==> src/rtl/tdm_pkg.sv <==
// Shared types and helpers for the TDM frame demultiplexer.
package tdm_pkg;

  // Receiver framing state: HUNT waits for a start-of-frame, RECV collects samples.
  typedef enum logic {
    HUNT = 1'b0,
    RECV = 1'b1
  } tdm_state_e;

  // Default geometry: a 16-channel byte bank.
  localparam int NUM_CH_DEF = 16;
  localparam int DATA_W_DEF = 8;

  // Width of the channel index for a frame of n channels.
  function automatic int ch_idx_w(input int n);
    return (n < 2) ? 1 : $clog2(n);
  endfunction

  // Extract channel k from a flat frame bus of the default geometry.
  function automatic logic [DATA_W_DEF-1:0] ch_slice(
    input logic [NUM_CH_DEF*DATA_W_DEF-1:0] bus,
    input int k
  );
    return bus[k*DATA_W_DEF +: DATA_W_DEF];
  endfunction

endpackage

==> src/rtl/tdm_demux_frame_if.sv <==
// Stream-in / frame-out bundle of the TDM demultiplexer.
// Handshake: there is no ready. Every cycle with in_valid=1 is one accepted
// beat; in_sof and in_data are only meaningful while in_valid=1. On the
// output side out_valid is a one-cycle pulse marking the cycle in which
// out_data first shows a new frame; out_data then holds until the next pulse.
interface tdm_demux_frame_if #(
  parameter int NUM_CH = 16,
  parameter int DATA_W = 8
);

  localparam int CH_IDX_W = tdm_pkg::ch_idx_w(NUM_CH);

  logic                     in_valid;
  logic                     in_sof;
  logic [DATA_W-1:0]        in_data;
  logic [NUM_CH*DATA_W-1:0] out_data;
  logic                     out_valid;
  logic [CH_IDX_W-1:0]      ch_idx;
  logic                     locked;
  logic                     sync_err;
  tdm_pkg::tdm_state_e      state;

  // Source side: the serial link feeding samples, observing the frame.
  modport master (
    output in_valid, in_sof, in_data,
    input  out_data, out_valid, ch_idx, locked, sync_err, state
  );

  // Demultiplexer side.
  modport slave (
    input  in_valid, in_sof, in_data,
    output out_data, out_valid, ch_idx, locked, sync_err, state
  );

endinterface

==> src/rtl/tdm_ch_counter.sv <==
// Modulo-NUM_CH channel index with clear, load-to-1 and increment controls.
module tdm_ch_counter
  import tdm_pkg::*;
#(
  parameter int NUM_CH = 16
) (
  input  logic                        clk,
  input  logic                        rst,
  input  logic                        clr,
  input  logic                        load1,
  input  logic                        inc,
  output logic [ch_idx_w(NUM_CH)-1:0] idx,
  output logic                        tc
);

  localparam int CH_IDX_W = ch_idx_w(NUM_CH);
  localparam logic [CH_IDX_W-1:0] LAST = CH_IDX_W'(NUM_CH - 1);
  localparam logic [CH_IDX_W-1:0] ONE  = CH_IDX_W'(1);

  logic [CH_IDX_W-1:0] idx_q;

  // Index register: clear beats load, load beats increment; wraps only at LAST.
  always_ff @(posedge clk) begin
    if (rst || clr) begin
      idx_q <= '0;
    end else if (load1) begin
      idx_q <= ONE;
    end else if (inc) begin
      idx_q <= (idx_q == LAST) ? '0 : idx_q + ONE;
    end
  end

  assign idx = idx_q;
  assign tc  = (idx_q == LAST);

endmodule

==> src/rtl/tdm_demux_frame.sv <==
// TDM frame demultiplexer: collects one sample per accepted beat into a
// shadow frame and publishes all channels at once when the frame completes.
module tdm_demux_frame
  import tdm_pkg::*;
#(
  parameter int NUM_CH = 16,
  parameter int DATA_W = 8
) (
  input logic               clk,
  input logic               rst,
  tdm_demux_frame_if.slave  bus
);

  localparam int CH_IDX_W = ch_idx_w(NUM_CH);
  localparam int SH_W     = (NUM_CH - 1) * DATA_W;

  tdm_state_e state_q, state_d;

  logic [CH_IDX_W-1:0] idx;
  logic [CH_IDX_W-1:0] sh_idx;
  logic                tc;
  logic                ctr_clr, ctr_load1, ctr_inc;
  logic                sh_we, publish, err_d;

  // Channels 0..NUM_CH-2 only: the last sample goes straight to the output.
  logic [SH_W-1:0]          shadow_q;
  logic [NUM_CH*DATA_W-1:0] out_data_q;
  logic                     out_valid_q, sync_err_q;

  tdm_ch_counter #(.NUM_CH(NUM_CH)) u_ch_counter (
    .clk   (clk),
    .rst   (rst),
    .clr   (ctr_clr),
    .load1 (ctr_load1),
    .inc   (ctr_inc),
    .idx   (idx),
    .tc    (tc)
  );

  // Framing decisions for the current beat: next state, index control, writes.
  always_comb begin
    state_d   = state_q;
    ctr_clr   = 1'b0;
    ctr_load1 = 1'b0;
    ctr_inc   = 1'b0;
    sh_we     = 1'b0;
    publish   = 1'b0;
    err_d     = 1'b0;
    if (bus.in_valid) begin
      case (state_q)
        HUNT: begin
          if (bus.in_sof) begin
            sh_we     = 1'b1;
            ctr_load1 = 1'b1;
            state_d   = RECV;
          end
        end
        RECV: begin
          if (bus.in_sof && (idx != '0)) begin
            // Early SOF: drop the partial frame and restart at channel 0.
            err_d     = 1'b1;
            sh_we     = 1'b1;
            ctr_load1 = 1'b1;
          end else if (!bus.in_sof && (idx == '0)) begin
            // Expected a frame start and did not get one: lose lock.
            err_d     = 1'b1;
            ctr_clr   = 1'b1;
            state_d   = HUNT;
          end else begin
            sh_we     = 1'b1;
            ctr_inc   = 1'b1;
            publish   = tc;
          end
        end
        default: state_d = HUNT;
      endcase
    end
  end

  // A restarting SOF always lands in channel 0 regardless of the old index.
  assign sh_idx = ctr_load1 ? '0 : idx;

  // Framing state register.
  always_ff @(posedge clk) begin
    if (rst) begin
      state_q <= HUNT;
    end else begin
      state_q <= state_d;
    end
  end

  // Shadow frame capture for all but the last channel.
  always_ff @(posedge clk) begin
    if (rst) begin
      shadow_q <= '0;
    end else if (sh_we && !publish) begin
      shadow_q[int'(sh_idx)*DATA_W +: DATA_W] <= bus.in_data;
    end
  end

  // Output frame register and the registered pulses.
  always_ff @(posedge clk) begin
    if (rst) begin
      out_data_q  <= '0;
      out_valid_q <= 1'b0;
      sync_err_q  <= 1'b0;
    end else begin
      out_valid_q <= publish;
      sync_err_q  <= err_d;
      if (publish) begin
        out_data_q <= {bus.in_data, shadow_q};
      end
    end
  end

  assign bus.out_data  = out_data_q;
  assign bus.out_valid = out_valid_q;
  assign bus.sync_err  = sync_err_q;
  assign bus.ch_idx    = idx;
  assign bus.locked    = (state_q == RECV);
  assign bus.state     = state_q;

endmodule
==> src/flat_wrapper.sv <==
// flat-port wrapper written by rule: the top's interface ports become plain ports
module tdm_demux_frame_flat import tdm_pkg::*;
#(
  parameter int NUM_CH = 16,
  parameter int DATA_W = 8
)
  (clk, rst, bus_in_valid, bus_in_sof, bus_in_data, bus_out_data, bus_out_valid, bus_ch_idx, bus_locked, bus_sync_err, bus_state);
  tdm_demux_frame_if #(.NUM_CH(NUM_CH), .DATA_W(DATA_W)) bus_i ();
  input logic clk;
  input logic rst;
  input wire logic [$bits(bus_i.in_valid)-1:0] bus_in_valid;
  input wire logic [$bits(bus_i.in_sof)-1:0] bus_in_sof;
  input wire logic [$bits(bus_i.in_data)-1:0] bus_in_data;
  output wire logic [$bits(bus_i.out_data)-1:0] bus_out_data;
  output wire logic [$bits(bus_i.out_valid)-1:0] bus_out_valid;
  output wire logic [$bits(bus_i.ch_idx)-1:0] bus_ch_idx;
  output wire logic [$bits(bus_i.locked)-1:0] bus_locked;
  output wire logic [$bits(bus_i.sync_err)-1:0] bus_sync_err;
  output wire logic [$bits(bus_i.state)-1:0] bus_state;
  assign bus_i.in_valid = bus_in_valid;
  assign bus_i.in_sof = bus_in_sof;
  assign bus_i.in_data = bus_in_data;
  assign bus_out_data = bus_i.out_data;
  assign bus_out_valid = bus_i.out_valid;
  assign bus_ch_idx = bus_i.ch_idx;
  assign bus_locked = bus_i.locked;
  assign bus_sync_err = bus_i.sync_err;
  assign bus_state = bus_i.state;
  tdm_demux_frame #(.NUM_CH(NUM_CH), .DATA_W(DATA_W)) u_core (.clk(clk), .rst(rst), .bus(bus_i));
endmodule
==> config.mk <==
export PLATFORM = sky130hd
export DESIGN_NAME = tdm_demux_frame_flat
export DESIGN_NICKNAME = d
export VERILOG_FILES = /design/src/rtl/tdm_pkg.sv /design/src/rtl/tdm_demux_frame_if.sv /design/src/rtl/tdm_ch_counter.sv /design/src/rtl/tdm_demux_frame.sv /design/src/flat_wrapper.sv
export SDC_FILE = /design/constraint.sdc
export NUM_CORES = 1
export LEC_CHECK = 0
export CORE_ASPECT_RATIO = 0.8
export CORE_MARGIN = 2
export CORE_UTILIZATION = 60
export CTS_BUF_LIST = sky130_fd_sc_hd__clkbuf_8
export CTS_CLUSTER_DIAMETER = 100
export DETAILED_ROUTE_END_ITERATION = 8
export PLACE_DENSITY = 0.95
export SLEW_MARGIN = 15
export SYNTH_ARGS = -nofsm -noshare
export SYNTH_HDL_FRONTEND = slang
export SYNTH_SLANG_ARGS = --single-unit
==> constraint.sdc <==
create_clock -name clk -period 6.45 [get_ports clk]
set_input_delay 0.9675 -clock clk [delete_from_list [all_inputs] [get_ports clk]]
set_output_delay 0.9675 -clock clk [all_outputs]
set_load 0.01 [all_outputs]
==> metrics, run 1 <==
Sw Ratio 22.66%; peak supply drop 0.1604 mV; initial antenna violation count 0; P_int 0.002345 W; post-route ant nets 0; final core utilization 76.13%; Num CTS Buffers 39; Reg power frac 52.3%; clk_lat worst skew 0.50 ns; cell leakage power 4.424 nW; crit end category flop; gate count after technology mapping 1103; # fillers 1016; switching pwr 0.0006871 W; Initial Util 62.01%; Yosys cell types 49; Syn. warnings 0; sequential fraction of the synthesis area 51.60%; CTS tree done; die width 147.6 um; Residual DRC 0; hold buffers post-CTS 0; FFs w/ async S/R, synth 0%; # IOs 148; router iterations before antenna repair 6; largest net degree at the start of global routing 129; row count 41; CTS sink cnt 255; Mapped Nets 1121; Total GRT Usage 26.74%; post-CTS sizing 0; combinational fraction of design power 3.8%; top_reg_cell synth dfxtp_1; Die Span Y 118.9 um; Inserted Diodes 0; Clock Path Buffers 3; remaining global-route overflow 0; critical path type reg2reg; Peak Freq 0.2093 GHz; Clock transition at path regs 0.07 ns; nets 1231; Startpoint Class flop; multi-input logic area 4434 sq um; RSZ-0062 raised after global routing false; CP Max Fanout 19; Final Power 0.003032 W; status complete, no violations; starting DRC count in detailed routing 760; share of layout cells above drive strength 1 9.018%; max-cap violations 0; worst path required time 6.80 ns; Period minus WS final 4.777 ns; count of final max-slew check failures 0; DR vias 8152; Setup Viol. Count Final 0; WL/cell 16.61 um; Yosys top cell by area dfxtp_1; synth top area cells dfxtp_1, nand2_1, mux2i_1; number of port buffers 147; Die ar. 17540 sq um; worst-margin pin slew 1.015 ns; Pwr Density 249.7 nW/um^2; H-tree depth 2; root buffer cell clkbuf_8; first-pass GRT wire length 38730 um; synth-to-layout area growth 22.76%; vias in the first global route 7585; hold crit path type reg2reg; FF+latch count, synth 255; mapped cell area 9893 sq um; clock network power share 43.9%; hpwl dp 15400 um; critical path arrival 5.13 ns; Yosys top cell area share 51.60%; Vias/cell 5.595; Slew HR 32.35%; Worst Skew 0.01458 ns; post-CTS setup buffers 0; Reg area 5105 sq um; Post-Route WL 24200 um; syn avg cell area 8.969 sq um; Core ar. 15950 sq um; Final Wtd Congestion 0.8982; EDFF count, synth 0; TNS Setup 0 ns; Final period util 74.07%; Final Hold Viols 0
==> power groups by stage <==
stage,clock network [W],registers (W),logic (W)
detailed placement,0,0.00162,0.000112
finish,0.00133,0.00158,0.000116
CTS,0.00134,0.00158,0.000113
floorplan,0,0.00162,0.0000834
global route,0.00142,0.00158,0.000123
global placement,0,0.00162,0.000111
==> state kept, by name, summed over array words and instances, names as in the netlist <==
register,flops
u_core.bus.out_data,128
u_core.shadow_q,120
u_core.u_ch_counter.idx,4
u_core.bus.locked,1
u_core.bus.out_valid,1
u_core.bus.sync_err,1
==> critical path, stage by stage (launching register included) <==
cell and delay, ns:
dfxtp_1 0.73, clkinv_1 0.69, ha_1 0.44, nand2_1 0.09, ha_1 0.26, mux2_4 0.24
nand2_1 0.17, nand2_1 0.15, ha_1 0.42, xor2_1 0.15, a211oi_1 0.46, nand4_2 0.45
mux2i_1 0.32, nor2_1 0.06
==> worst paths after layout <==
path                                                  from                 endpoint  slack [ns]  cells past startpoint
worst max-delay path            u_core.u_ch_counter.idx[0]      u_core.shadow_q[12]        1.67                     13
worst min-delay path                   u_core.shadow_q[86]  u_core.bus.out_data[86]        0.45                      2
worst max register to register  u_core.u_ch_counter.idx[0]      u_core.shadow_q[12]        1.67                     13
worst min register to register         u_core.shadow_q[86]  u_core.bus.out_data[86]        0.45                      2
==> routing by layer <==
layer / vias to the layer above / routed length, um / global-route usage [%]
met5: - / 0 / 0
met4: 0 / 441 / 7.151
met3: 48 / 2119 / 5.594
met2: 362 / 10720 / 40.23
met1: 3855 / 10920 / 39.18
li1: 3887 / - / -
==> cells in the mapped netlist, drive strengths merged (2+ instances only) <==
cell type / instances
mux2: 24
nand3: 19
dfxtp: 255
inv: 5
xnor2: 2
nor4: 2
mux2i: 73
o21ai: 22
a21oi: 137
nand2b: 61
ha: 6
nor3b: 6
clkbuf: 70
a211oi: 4
buf: 12
nor2b: 26
or3: 5
nand4: 10
nor2: 32
nand2: 280
xor2: 3
nand3b: 18
a22o: 6
or4: 3
nor3: 11
==> cell families after synthesis <==
logic type | count (synthesis) | share of synthesized area [%]
AO/OA/AOI/OAI | 176 | 9.801
XOR/XNOR | 5 | 0.5945
adder cells (fa/ha/maj) | 6 | 0.7588
buffers and inverters | 88 | 3.680
flip-flops | 255 | 51.60
multiplexers | 97 | 10.16
AND/OR/NAND/NOR | 476 | 23.41
==> stage by stage <==
step	area [sq um]	hold WS (ns)	worst slack [ns]	cells
3_5_place_dp	11350	0.4433	1.757	1387
6_report	12150	0.4509	1.673	1457
4_1_cts	12150	0.4499	1.877	1457
3_3_place_gp	11350	0.4363	1.870	1387
5_1_grt	12150	0.4628	1.333	1457
2_1_floorplan	9893	0.4273	2.593	1103
==> area by class of cell <==
class,count,share of cell area (%)
Multi-Input combinational cell,760,36.51
Tap cell,215,2.215
Inverter,6,0.1854
Sequential cell,255,42.03
Clock inverter,17,0.5769
Timing Repair Buffer,151,12.48
Clock buffer,53,6.006
==> layout by cell type (no fill, tap or decap), types with 23 or more instances in the layout <==
master	synthesis	routed
clkbuf_8	0	53
nand2_1	280	280
nor2b_1	26	26
a21oi_1	136	136
nor2_1	32	32
dfxtp_1	255	255
clkdlybuf4s50_1	0	146
mux2i_1	73	73
mux2_2	23	23
nand2b_1	61	61
No activity file was read; power rests on OpenSTA's default activity.
==> run 2: changes to the inputs <==
- CORE_UTILIZATION: 60 -> 51
- PLACE_DENSITY: 0.95 -> 0.9
- clock period: 6.45 -> 4.3 ns (I/O delays scaled with it)
==> run 2 against run 1 <==
  * Register-to-register slack got worse by 1.1 ns
  * Sequential share of layout area decreased by 0.54 points
  * Combinational power increased by 63%
  * Hold slack got worse by 0.00070 ns
  * Cell count increased by 4.0%
  * Clock skew increased by 0.00074 ns
  * Fmax increased by 27%
  * Via count about the same
  * Largest cell class unchanged
==> metrics, run 2 (synthesized netlist as in run 1, its figures left out) <==
post-CTS setup buffers 0 (unchanged); DR vias 8144 (-0.098%); CTS tree done; Final Power 0.004544 W (+50%); share of layout cells above drive strength 1 10.25% (+1.2 points); Inserted Diodes 0 (unchanged); peak supply drop 0.1860 mV (+16%); max-cap violations 0 (unchanged); Setup Viol. Count Final 0 (unchanged); CTS sink cnt 255 (unchanged); Clock Path Buffers 3 (unchanged); CP bufs+invs 0 (-1); nets 1246 (+1.2%); hpwl dp 16430 um (+6.7%); CP Max Fanout 8 (-11); worst-margin pin slew 0.8012 ns (-0.2136 ns); WL/cell 16.52 um (-0.52%); Critical R2R Capture u_core.shadow_q[15]; Residual DRC 0 (unchanged); Startpoint Class flop; synth-to-layout area growth 24.37%; Die Span Y 128.6 um (+8.2%); Total GRT Usage 23.74% (-3.0 points); row count 45 (+9.8%); vias in the first global route 7760 (+2.3%); Final Hold Viols 0 (unchanged); # IOs 148 (unchanged); WL met3 1907 um (-10%); initial antenna violation count 0 (unchanged); status complete, no violations; die width 159.7 um (+8.2%); Vias/cell 5.372 (-4.0%); Slowest-stage cell, CP a211oi_1; number of flip-flops under the largest register name 128 (unchanged); commonest non-fill, non-tap cell in the layout nand2_1; post-CTS sizing 0 (unchanged); CP Cell Sequence nor2_1 > nand2_1 > ha_1 > mux2_4 > nand2_1 > nand2_1 > ha_1 > xor2_1 > a211oi_1 > nand4_2 > mux2i_1 > nor2_1; final core utilization 64.85% (-11 points); root buffer cell clkbuf_8; first-pass GRT wire length 39750 um (+2.6%); Peak Freq 0.2653 GHz (+27%); cell leakage power 4.481 nW (+1.3%); remaining global-route overflow 0 (unchanged); HP Start u_core.shadow_q[98]; Worst Skew 0.01532 ns (+0.0007397 ns); largest net degree at the start of global routing 122 (-5.4%); hold_ws 0.4502 ns (-0.0006980 ns); router iterations before antenna repair 5 (-1); Clock transition at path regs 0.07 ns (about the same); RSZ-0062 raised after global routing false; hold crit path type reg2reg; number of port buffers 147 (unchanged); Final Wtd Congestion 0.8588 (-4.4%); Final period util 87.65% (+14 points); Hold EP u_core.bus.out_data[98]; Period minus WS final 3.769 ns (-1.008 ns); Initial Util 52.14% (-9.9 points); TNS Setup 0 ns (unchanged); Num CTS Buffers 38 (-2.6%); worst path required time 4.69 ns (-2.11 ns); M1 WL 11770 um (+7.8%); # fillers 1516 (+49%); starting DRC count in detailed routing 747 (-1.7%); critical path arrival 4.16 ns (-0.97 ns); post-route ant nets 0 (unchanged); Die ar. 20540 sq um (+17%); hold buffers post-CTS 0 (unchanged); DR WL met2 10900 um (+1.7%); max incr delay on CP 0.49 ns (-0.24 ns); Slew HR 46.42% (+14 points); H-tree depth 2 (unchanged); worst r2r path cells 12 (-1); Pwr Density 369.3 nW/um^2 (+48%); most used cell, CP nand2_1; crit end category flop; CP delay by family, top simple AND/OR/NAND/NOR gates; count of final max-slew check failures 0 (unchanged); Hold Crit Depth 2 (unchanged); Core ar. 18970 sq um (+19%); Worst R2R Setup Slack 0.53 ns (-1.14 ns); commonest cells after routing, fill and taps aside nand2_1, dfxtp_1, clkdlybuf4s50_1; R2R Path Start u_core.u_ch_counter.idx[3]; clk_lat worst skew 0.54 ns (+0.04 ns); Post-Route WL 25050 um (+3.5%); top sig layer met4; critical path type reg2reg
-- run 2: cell count changes in the layout (fill, tap and decap cells not counted) --
cell,before,now
bufinv_16,0,1
clkinvlp_4,0,3
inv_1,17,16
buf_4,3,19
clkbuf_8,53,47
inv_6,0,1
clkinv_2,5,7
-- run 2: layout make-up --
cell class	count	area (sq um)	area share, %
clock buffers	47	646.9	5.257
clock inverters	23	137.6	1.119
inverters	6	22.52	0.1830
multi-input cells	760	4434	36.04
flip-flops and latches	255	5105	41.49
well taps	258	322.8	2.624
repair buffers	167	1635	13.29
-- run 2: through the flow --
stage	std cells	cell area (sq um)	worst slack [ns]
2_1_floorplan	1103	9893	0.4435
3_3_place_gp	1446	11520	0.3605
3_5_place_dp	1446	11520	0.2057
4_1_cts	1516	12300	0.5639
5_1_grt	1516	12300	0.2173
6_report	1516	12300	0.5308
-- run 2: where the power goes --
part           switching [W]  leakage (nW)  internal [W]
clock               0.000923         0.443       0.00106
combinational       0.000128          1.98     0.0000611
sequential        0.00000470          2.05       0.00237
total                0.00106          4.48       0.00349
-- run 2: worst max path at each step --
stage                               start                   to  depth (start not counted)
6_report       u_core.u_ch_counter.idx[3]  u_core.shadow_q[15]                         12
5_1_grt        u_core.u_ch_counter.idx[0]   u_core.shadow_q[8]                         14
4_1_cts        u_core.u_ch_counter.idx[3]  u_core.shadow_q[15]                         12
3_5_place_dp                   bus_in_sof  u_core.shadow_q[15]                         11
3_3_place_gp                   bus_in_sof  u_core.shadow_q[51]                         10
2_1_floorplan  u_core.u_ch_counter.idx[0]  u_core.shadow_q[48]                         16
-- run 2: worst reg2reg max path, cell delays in order, from the launching register on --
cell and delay [ns]:
dfxtp_1 0.39, nor2_1 0.35, nand2_1 0.13, ha_1 0.25, mux2_4 0.33, nand2_1 0.19
nand2_1 0.09, ha_1 0.36, xor2_1 0.21, a211oi_1 0.49, nand4_2 0.45, mux2i_1 0.31
nor2_1 0.07
-- run 2: layer usage --
layer	track usage, %	up-vias
met4	7.594	0
met5	0	-
li1	-	3938
met2	36.41	317
met3	4.932	40
met1	33.74	3849
==> run 3: changes to the inputs <==
- CAP_MARGIN: not set -> 0
- TNS_END_PERCENT: not set -> 30
==> results of run 3 <==
Final layout, timing and power as in run 2 (identical DEF).
